### config.mk
export PLATFORM = sky130hd
export DESIGN_NAME = dmem_arbiter_flat
export DESIGN_NICKNAME = d
export VERILOG_FILES = /design/src/rtl/dmem_arbiter_if.sv /design/src/rtl/dmem_arbiter.sv /design/src/flat_wrapper.sv
export SDC_FILE = /design/constraint.sdc
export NUM_CORES = 1
export LEC_CHECK = 0
export CORE_MARGIN = 2
export CORE_UTILIZATION = 43
export CTS_BUF_LIST = sky130_fd_sc_hd__clkbuf_8
export CTS_CLUSTER_SIZE = 12
export DETAILED_ROUTE_END_ITERATION = 8
export PLACE_DENSITY = 0.82
export SLEW_MARGIN = 20
export SYNTH_ARGS = -nofsm -noshare
export SYNTH_HDL_FRONTEND = slang
export SYNTH_SLANG_ARGS = --single-unit
### constraint.sdc
create_clock -name clk -period 3 [get_ports clk]
set_clock_uncertainty 0.2 [all_clocks]
set_input_delay 0.3 -clock clk [delete_from_list [all_inputs] [get_ports clk]]
set_output_delay 0.3 -clock clk [all_outputs]
set_load 0.02 [all_outputs]
### src/rtl/dmem_arbiter_if.sv
// dmem_arbiter_if
//   Requester-side bus of the data-memory arbiter. Both requesters share
//   one bundle. Port 0 is the CPU and port 1 is the DMA engine.
//
//   Parameters: AW (address width), DW (data width)
//   Signals:
//     req[1:0]        per-port access request
//     we[1:0]         per-port write enable (1 = write, 0 = read)
//     addr[2*AW-1:0]  per-port address, port p at [p*AW +: AW]
//     wdata[2*DW-1:0] per-port write data, port p at [p*DW +: DW]
//     gnt[1:0]        one-hot grant, held for the whole memory access
//     done[1:0]       one-cycle completion pulse to the owner
//     err[1:0]        one-cycle timeout flag, coincident with done
//     rdata[DW-1:0]   read data, valid while done is high
//     busy            arbiter is not idle
//   Modports: master (requester side), slave (arbiter side)
interface dmem_arbiter_if #(
  parameter int AW = 8,
  parameter int DW = 16
);
  logic [1:0]      req;
  logic [1:0]      we;
  logic [2*AW-1:0] addr;
  logic [2*DW-1:0] wdata;
  logic [1:0]      gnt;
  logic [1:0]      done;
  logic [1:0]      err;
  logic [DW-1:0]   rdata;
  logic            busy;

  modport master (
    output req, we, addr, wdata,
    input  gnt, done, err, rdata, busy
  );

  modport slave (
    input  req, we, addr, wdata,
    output gnt, done, err, rdata, busy
  );
endinterface

### src/rtl/dmem_arbiter.sv
// dmem_arbiter
//   Arbitrates two requesters (CPU = port 0, DMA = port 1) onto a single
//   data-memory port. The FSM steps IDLE -> ACCESS -> RESP -> IDLE. An access
//   stays in ACCESS until mem_ready arrives or MAX_WAIT cycles pass. A
//   timeout finishes with err set and rdata cleared.
//
//   Optional feature: define DMEM_ARB_RR_EN to give contention to the port
//   that did not win last time (round robin). When it is undefined, the CPU
//   always wins contention.
//
//   Ports:
//     clk        clock, rising edge
//     reset      asynchronous, active-low reset
//     bus        requester bundle (dmem_arbiter_if.slave)
//     mem_addr   registered memory address
//     mem_wdata  registered memory write data
//     mem_rd     memory read strobe (ACCESS only)
//     mem_wr     memory write strobe (ACCESS only)
//     mem_rdata  memory read data
//     mem_ready  memory completion, sampled only in ACCESS
module dmem_arbiter #(
  parameter int AW       = 8,
  parameter int DW       = 16,
  parameter int MAX_WAIT = 15
) (
  input  logic          clk,
  input  logic          reset,
  dmem_arbiter_if.slave bus,
  output logic [AW-1:0] mem_addr,
  output logic [DW-1:0] mem_wdata,
  output logic          mem_rd,
  output logic          mem_wr,
  input  logic [DW-1:0] mem_rdata,
  input  logic          mem_ready
);

  typedef enum logic [1:0] {IDLE, ACCESS, RESP} state_t;

  // Wait-count value seen in the last ACCESS cycle before a timeout.
  localparam logic [7:0] WAIT_LAST = 8'(MAX_WAIT - 1);

  state_t        state;
  state_t        state_next;
  logic          owner;
  logic          owner_we;
  logic          timed_out;
  logic [7:0]    wait_cnt;
  logic [DW-1:0] rdata_q;
  logic          winner;
  logic          timeout_hit;
  logic [1:0]    gnt_c;
  logic [1:0]    done_c;
  logic [1:0]    err_c;
`ifdef DMEM_ARB_RR_EN
  logic          last_owner;
`endif

  // Pick the port that wins in this cycle if the FSM is IDLE. A single
  // requester always wins. The compile option decides contention.
  always_comb begin
    winner = 1'b0;
    if (bus.req == 2'b10) begin
      winner = 1'b1;
    end else if (bus.req == 2'b11) begin
`ifdef DMEM_ARB_RR_EN
      winner = ~last_owner;
`else
      winner = 1'b0;
`endif
    end
  end

  // mem_ready wins over timeout, even in the last allowed cycle.
  assign timeout_hit = (state == ACCESS) && !mem_ready && (wait_cnt == WAIT_LAST);

  // State register.
  always_ff @(posedge clk or negedge reset) begin
    if (!reset) begin
      state <= IDLE;
    end else begin
      state <= state_next;
    end
  end

  // Next-state logic.
  always_comb begin
    state_next = state;
    unique case (state)
      IDLE:    if (bus.req != 2'b00) state_next = ACCESS;
      ACCESS:  if (mem_ready || timeout_hit) state_next = RESP;
      RESP:    state_next = IDLE;
      default: state_next = IDLE;
    endcase
  end

  // Datapath. The request is latched only on the IDLE grant edge, so changes
  // to the requester inputs during ACCESS have no effect.
  always_ff @(posedge clk or negedge reset) begin
    if (!reset) begin
      owner     <= 1'b0;
      owner_we  <= 1'b0;
      timed_out <= 1'b0;
      wait_cnt  <= '0;
      mem_addr  <= '0;
      mem_wdata <= '0;
      rdata_q   <= '0;
`ifdef DMEM_ARB_RR_EN
      last_owner <= 1'b1;
`endif
    end else begin
      unique case (state)
        IDLE: begin
          if (bus.req != 2'b00) begin
            owner     <= winner;
            owner_we  <= bus.we[winner];
            mem_addr  <= winner ? bus.addr[2*AW-1:AW] : bus.addr[AW-1:0];
            mem_wdata <= winner ? bus.wdata[2*DW-1:DW] : bus.wdata[DW-1:0];
            wait_cnt  <= '0;
            timed_out <= 1'b0;
`ifdef DMEM_ARB_RR_EN
            last_owner <= winner;
`endif
          end
        end
        ACCESS: begin
          if (mem_ready) begin
            if (!owner_we) rdata_q <= mem_rdata;
          end else if (timeout_hit) begin
            rdata_q   <= '0;
            timed_out <= 1'b1;
          end else begin
            wait_cnt <= wait_cnt + 8'd1;
          end
        end
        default: ;
      endcase
    end
  end

  // Outputs come from the state. A reset therefore clears them at once.
  always_comb begin
    gnt_c  = 2'b00;
    done_c = 2'b00;
    err_c  = 2'b00;
    mem_rd = 1'b0;
    mem_wr = 1'b0;
    unique case (state)
      ACCESS: begin
        gnt_c  = owner ? 2'b10 : 2'b01;
        mem_wr = owner_we;
        mem_rd = ~owner_we;
      end
      RESP: begin
        done_c = owner ? 2'b10 : 2'b01;
        err_c  = timed_out ? done_c : 2'b00;
      end
      default: ;
    endcase
  end

  assign bus.gnt   = gnt_c;
  assign bus.done  = done_c;
  assign bus.err   = err_c;
  assign bus.rdata = rdata_q;
  assign bus.busy  = (state != IDLE);

endmodule
### src/flat_wrapper.sv
// flat-port wrapper written by rule: the top's interface ports become plain ports
module dmem_arbiter_flat 
#(
  parameter int AW       = 8,
  parameter int DW       = 16,
  parameter int MAX_WAIT = 15
)
  (clk, reset, mem_addr, mem_wdata, mem_rd, mem_wr, mem_rdata, mem_ready, bus_req, bus_we, bus_addr, bus_wdata, bus_gnt, bus_done, bus_err, bus_rdata, bus_busy);
  dmem_arbiter_if #(.AW(AW), .DW(DW)) bus_i ();
  input  logic clk;
  input  logic reset;
  output logic [AW-1:0] mem_addr;
  output logic [DW-1:0] mem_wdata;
  output logic mem_rd;
  output logic mem_wr;
  input  logic [DW-1:0] mem_rdata;
  input  logic mem_ready;
  input wire logic [$bits(bus_i.req)-1:0] bus_req;
  input wire logic [$bits(bus_i.we)-1:0] bus_we;
  input wire logic [$bits(bus_i.addr)-1:0] bus_addr;
  input wire logic [$bits(bus_i.wdata)-1:0] bus_wdata;
  output wire logic [$bits(bus_i.gnt)-1:0] bus_gnt;
  output wire logic [$bits(bus_i.done)-1:0] bus_done;
  output wire logic [$bits(bus_i.err)-1:0] bus_err;
  output wire logic [$bits(bus_i.rdata)-1:0] bus_rdata;
  output wire logic [$bits(bus_i.busy)-1:0] bus_busy;
  assign bus_i.req = bus_req;
  assign bus_i.we = bus_we;
  assign bus_i.addr = bus_addr;
  assign bus_i.wdata = bus_wdata;
  assign bus_gnt = bus_i.gnt;
  assign bus_done = bus_i.done;
  assign bus_err = bus_i.err;
  assign bus_rdata = bus_i.rdata;
  assign bus_busy = bus_i.busy;
  dmem_arbiter #(.AW(AW), .DW(DW), .MAX_WAIT(MAX_WAIT)) u_core (.clk(clk), .reset(reset), .bus(bus_i), .mem_addr(mem_addr), .mem_wdata(mem_wdata), .mem_rd(mem_rd), .mem_wr(mem_wr), .mem_rdata(mem_rdata), .mem_ready(mem_ready));
endmodule
# Yosys cells after proc, flatten, opt, wreduce, memory -nomap -nowiden
# Index checks and enable logic that the tools add are counted.
[classes]
add_sub_neg = 1
order_cmp = 1
eq_ne = 10
n_mux = 26
bitwise = 1
reduce_logical = 14
[ops]
columns = ["operator", "count"]
rows = [
  ["$mux W16", 4],
  ["$mux W8", 4],
  ["$pmux W8 S2", 1],
  ["$mux W2", 7],
  ["$add A8 B1 Y8 const B", 1],
  ["$eq A8 B4 Y1 const B", 1],
  ["$mux W1", 8],
  ["$ne A2 B2 Y1 const B", 4],
  ["$reduce_and A4 Y1", 2],
  ["$reduce_bool A2 Y1", 4],
  ["$eq A2 B2 Y1 const B", 2],
  ["$ne A2 B1 Y1 const B", 2],
  ["$pmux W2 S2", 1],
  ["$reduce_and A2 Y1", 2],
  ["$reduce_and A3 Y1", 1],
  ["$eq A2 B1 Y1 const B", 1],
  ["$logic_and A1 B1 Y1", 2],
  ["$logic_not A2 Y1", 1],
  ["$lt A1 B2 Y1 const B", 1],
  ["$pmux W1 S2", 1],
  ["$logic_not A1 Y1", 1],
  ["$logic_or A1 B1 Y1", 1],
  ["$not A1 Y1", 1],
]
[totals]
reg_bits = 53

# Longest topological paths before layout
[logic_depth]
ltp_word = 6
mapped_depth = 7
ltp_nobuf = 6

# Least setup slack after synthesis
# Ideal clock, no wire load.
[synth_timing]
path_type = "register to output"
startpoint = "reg u_core.state[0]"
endpoint = "out bus_err[0]"
arrival_ps = 1310
setup_slack_ps = 1190
path_stages_with_launch = 3
path_buffers = 0
cell_sequence = "dfrtp_1 > nor3b_1 > and2_1"
[synth_via]
elab_chain_len = 2
[synth_rtl]
columns = ["element", "line", "rtl"]
rows = [
  ["start: declaration", "dmem_arbiter.sv:42", "state_t state;"],
  ["start signal: assignment", "dmem_arbiter.sv:81", "state <= state_next;"],
  ["$eq A2 B2 Y1", "dmem_arbiter.sv:147", "unique case (state)"],
  ["$mux W2", "dmem_arbiter.sv:147", ""],
  ["end: declaration", "flat_wrapper.sv:24", "output wire logic [$bits(bus_i.err)-1:0] bus_err;"],
]
# Every way passes these cells.

# Worst setup path in the final report
[layout_timing]
startpoint = "reg u_core.state[1]"
endpoint = "out mem_rd"
[layout_via]
elab_chain_len = 2
[layout_rtl]
columns = ["element", "line", "rtl"]
rows = [
  ["$eq A2 B1 Y1", "dmem_arbiter.sv:147", ""],
  ["$mux W1", "dmem_arbiter.sv:147", ""],
  ["end: declaration", "flat_wrapper.sv:14", "output logic mem_rd;"],
]
# Every way passes these cells.

==> flow_summary.yaml <==
run_status:
  status: "completed"
critical_path:
  max_stage_delay_ps: 640
  path_cells: "nand2b_1 -> nor2_1 -> clkdlybuf4s50_1"
  slowest_stage: "clkdlybuf4s50_1"
  cp.required_ps: 2500
  start_kind: "flop"
  critPathKind: "flop to primary output"
  cp.arrival_ps: 1880
  critPathMaxFanout: 6
  endpoint_kind: "primary output"
cells_and_area:
  area_growth_syn_to_layout_pct: 55.0
  antennaDiodeCount: 0
  fillCellCount: 441
  layout.nets: 416
  drive_above_1_share_pct: 7.85
grt:
  grt_first_pass_wirelength_um: 10300
  grt_max_degree: 42
  antenna_found_initial: 0
  track_usage_pct: 20.4
  gr-total-overflow: 0
  grt_pass1_vias: 2135
floorplan:
  die_y_um: 80.0
  coreArea_sq_um: 5540
  chipWidth_um: 80.0
  top_level_ports: 120
  start_util_pct: 44.8
  std_cell_rows: 27
  die_area_sq_um: 6390
pwr:
  powerDensity_nw_per_um2: 874
  leakage_uw: 0.00168
  peakVddDrop_mv: 0.511
synthesis:
  syn_nets: 298
  yosysWarnings: 0
  avgSynthCellArea_sq_um: 11.0
  netlist_area_sq_um: 2480
  ys_ff_latch: 53
  synth_seq_area_share_pct: 53.5
  netlist_instances: 225
  synth.distinct_cells: 40
sta:
  min_period_ps: 2380
  slew_headroom_pct: 69.4
  setup-tns-final_ps: 0
  finalWorstSetupSlack_ps: 624
  fmax_mhz: 421
  holdWs_ps: 230
  rsz0062_at_grt: "false"
  hold_violations: 0
  tightest_slew_ps: 454
  setup_violations: 0
  fin_crit_sh_pct: 79.2
  slew_violations: 0
drt:
  drt_wl_total_um: 6380
  vias_per_cell: 5.12
  wl_per_cell_um: 15.3
  remaining_drc_errors: 0
  ant_nets: 0
  dr_total_vias: 2130
  firstDrtPassIters: 4
  drt_first_iter_violations: 130
clocking:
  cts-root-buf: "clkbuf_8"
  numClockSinks: 53
  cts_tree: "done"
  clk_path_buf_depth: 2
  clock_latency_ps: 310
  cts_buffers: 5
  h-tree-depth: 2
  path_clk_slew_ps: 100
  cts_resized: 0
job:
  cap_viol_max_count: 0
placed_design:
  dp_hpwl_um: 4760
  place_ws_ps: 753
  gp_congestion: 0.838
  port_buffers: 119
min_path:
  hold_path_class: "primary input to asynchronous set/reset pin"
==> layout make-up <==
| class | instances | area, sq um | share of cell area [%] |
|---|---|---|---|
| inverter | 5 | 18.8 | 0.488 |
| tap | 72 | 90.1 | 2.34 |
| clock buffer | 5 | 68.8 | 1.79 |
| timing repair buffer | 123 | 1230 | 32.0 |
| sequential | 53 | 1330 | 34.5 |
| multi-input combinational | 155 | 1080 | 28.1 |
| clock inverter | 3 | 28.8 | 0.748 |
==> kinds of logic after synthesis <==
logic type / synth area share (%)
XOR/XNOR: 0.353
flip-flops: 53.5
AND/OR/NAND/NOR: 13.9
AO/OA/AOI/OAI: 17.5
adder cells (fa/ha/maj): 1.01
multiplexers: 10.1
buffers and inverters: 3.68
==> where the power goes <==
part / leakage [uW] / total (uW) / internal [uW] / switching, uW
sequential: 0.000667 / 1210 / 1010 / 201
combinational: 0.000964 / 1730 / 838 / 888
clock: 0.0000506 / 424 / 175 / 249
total: 0.00168 / 3360 / 2020 / 1340
==> worst paths after layout <==
path | cells after the start | startpoint | slack (ps) | endpoint
min in group clk | 2 | u_core.mem_wdata[7]$_DFFE_PN0P_ | 290 | u_core.mem_wdata[7]$_DFFE_PN0P_
min reg2reg | 2 | u_core.mem_wdata[7]$_DFFE_PN0P_ | 290 | u_core.mem_wdata[7]$_DFFE_PN0P_
max reg2reg | 6 | u_core.wait_cnt[0]$_DFFE_PN0P_ | 1090 | u_core.bus.rdata[0]$_DFFE_PN0P_
max in group asynchronous | 3 | reset | 1580 | u_core.mem_wdata[3]$_DFFE_PN0P_
min | 2 | reset | 230 | u_core.state[1]$_DFFE_PN0P_
max | 3 | u_core.state[1]$_DFFE_PN0P_ | 620 | mem_rd
==> worst max-delay path, delay by kind of cell, from the launching register on <==
family | cells | cell delay (ps)
flip-flops | 1 | 430
AND/OR/NAND/NOR | 2 | 500
buffers and inverters | 1 | 640
==> stage by stage <==
step / instances / util [%] / instance area, sq um / total power (uW)
2_1_floorplan: 225 / - / 2480 / 2110
3_3_place_gp: 407 / 67.5 / 3740 / 2910
3_5_place_dp: 407 / 67.5 / 3740 / 2960
4_1_cts: 416 / 69.4 / 3850 / 3400
5_1_grt: 416 / 69.4 / 3850 / 3570
6_report: 416 / 69.4 / 3850 / 3360
==> cell usage after synthesis <==
master	number	area share (%)
dfrtp_1	53	53
o21ai_0	32	6.5
nand2_1	26	3.9
mux2i_1	25	10
a22o_1	14	4.9
nand3_1	8	1.6
a21oi_1	6	1.2
and2_1	5	1.3
inv_1	5	0.76
nor2_1	5	0.76
a22o_2	4	1.6
buf_2	4	0.81
clkbuf_1	3	0.45
nand2b_1	3	0.76
a21o_1	2	0.60
buf_4	2	0.60
buf_6	2	0.91
ha_1	2	1.0
nor3b_1	2	0.60
or3_1	2	0.50
a21o_2	1	0.35
and2b_1	1	0.30
and3_1	1	0.25
and3b_1	1	0.35
buf_1	1	0.15
nand2_2	1	0.25
nand2b_2	1	0.35
nand4_1	1	0.25
nand4b_4	1	0.96
nor2_4	1	0.45
nor2b_1	1	0.25
nor4_1	1	0.25
o211ai_1	1	0.30
o21a_1	1	0.30
o21ai_4	1	0.66
o22ai_1	1	0.25
o31ai_4	1	0.86
or3_2	1	0.30
or3_4	1	0.45
xor2_1	1	0.35
==> cells in the final DEF (no fill, tap or decap), drive strengths merged, types with 2 or more instances in the layout <==
master	Yosys	layout
a21o	3	3
dfrtp	53	53
nand3	8	8
nand2	27	27
nor3b	2	2
or3	4	4
a21oi	6	6
nor2	6	6
inv	5	7
nand2b	4	4
and2	5	5
o21ai	33	33
clkdlybuf4s50	0	118
clkbuf	3	5
mux2i	25	25
buf	9	4
a22o	18	18
ha	2	2
==> flip-flops by register name, summed over array words and instances, names as in the netlist <==
signal / cells
u_core.timed_out: 1
u_core.owner: 1
u_core.mem_wdata: 16
u_core.mem_addr: 8
u_core.state: 2
u_core.owner_we: 1
u_core.wait_cnt: 8
u_core.bus.rdata: 16
==> routing by layer <==
metal	global-route usage, %	vias to the layer above	part of all wire [%]	routed length [um]
li1	-	1037	-	-
met1	27.1	1008	43	2730
met2	33.5	77	50	3190
met3	4.64	8	5.9	374
met4	5.42	0	1.3	80
met5	0	-	0	0
==> repair_timing <==
action	CTS	global route
buffers inserted	0	0
hold endpoints to repair	17	0
hold buffers	1	0
endpoints found under the setup margin	0	0
No activity file was read; power rests on OpenSTA's default activity.
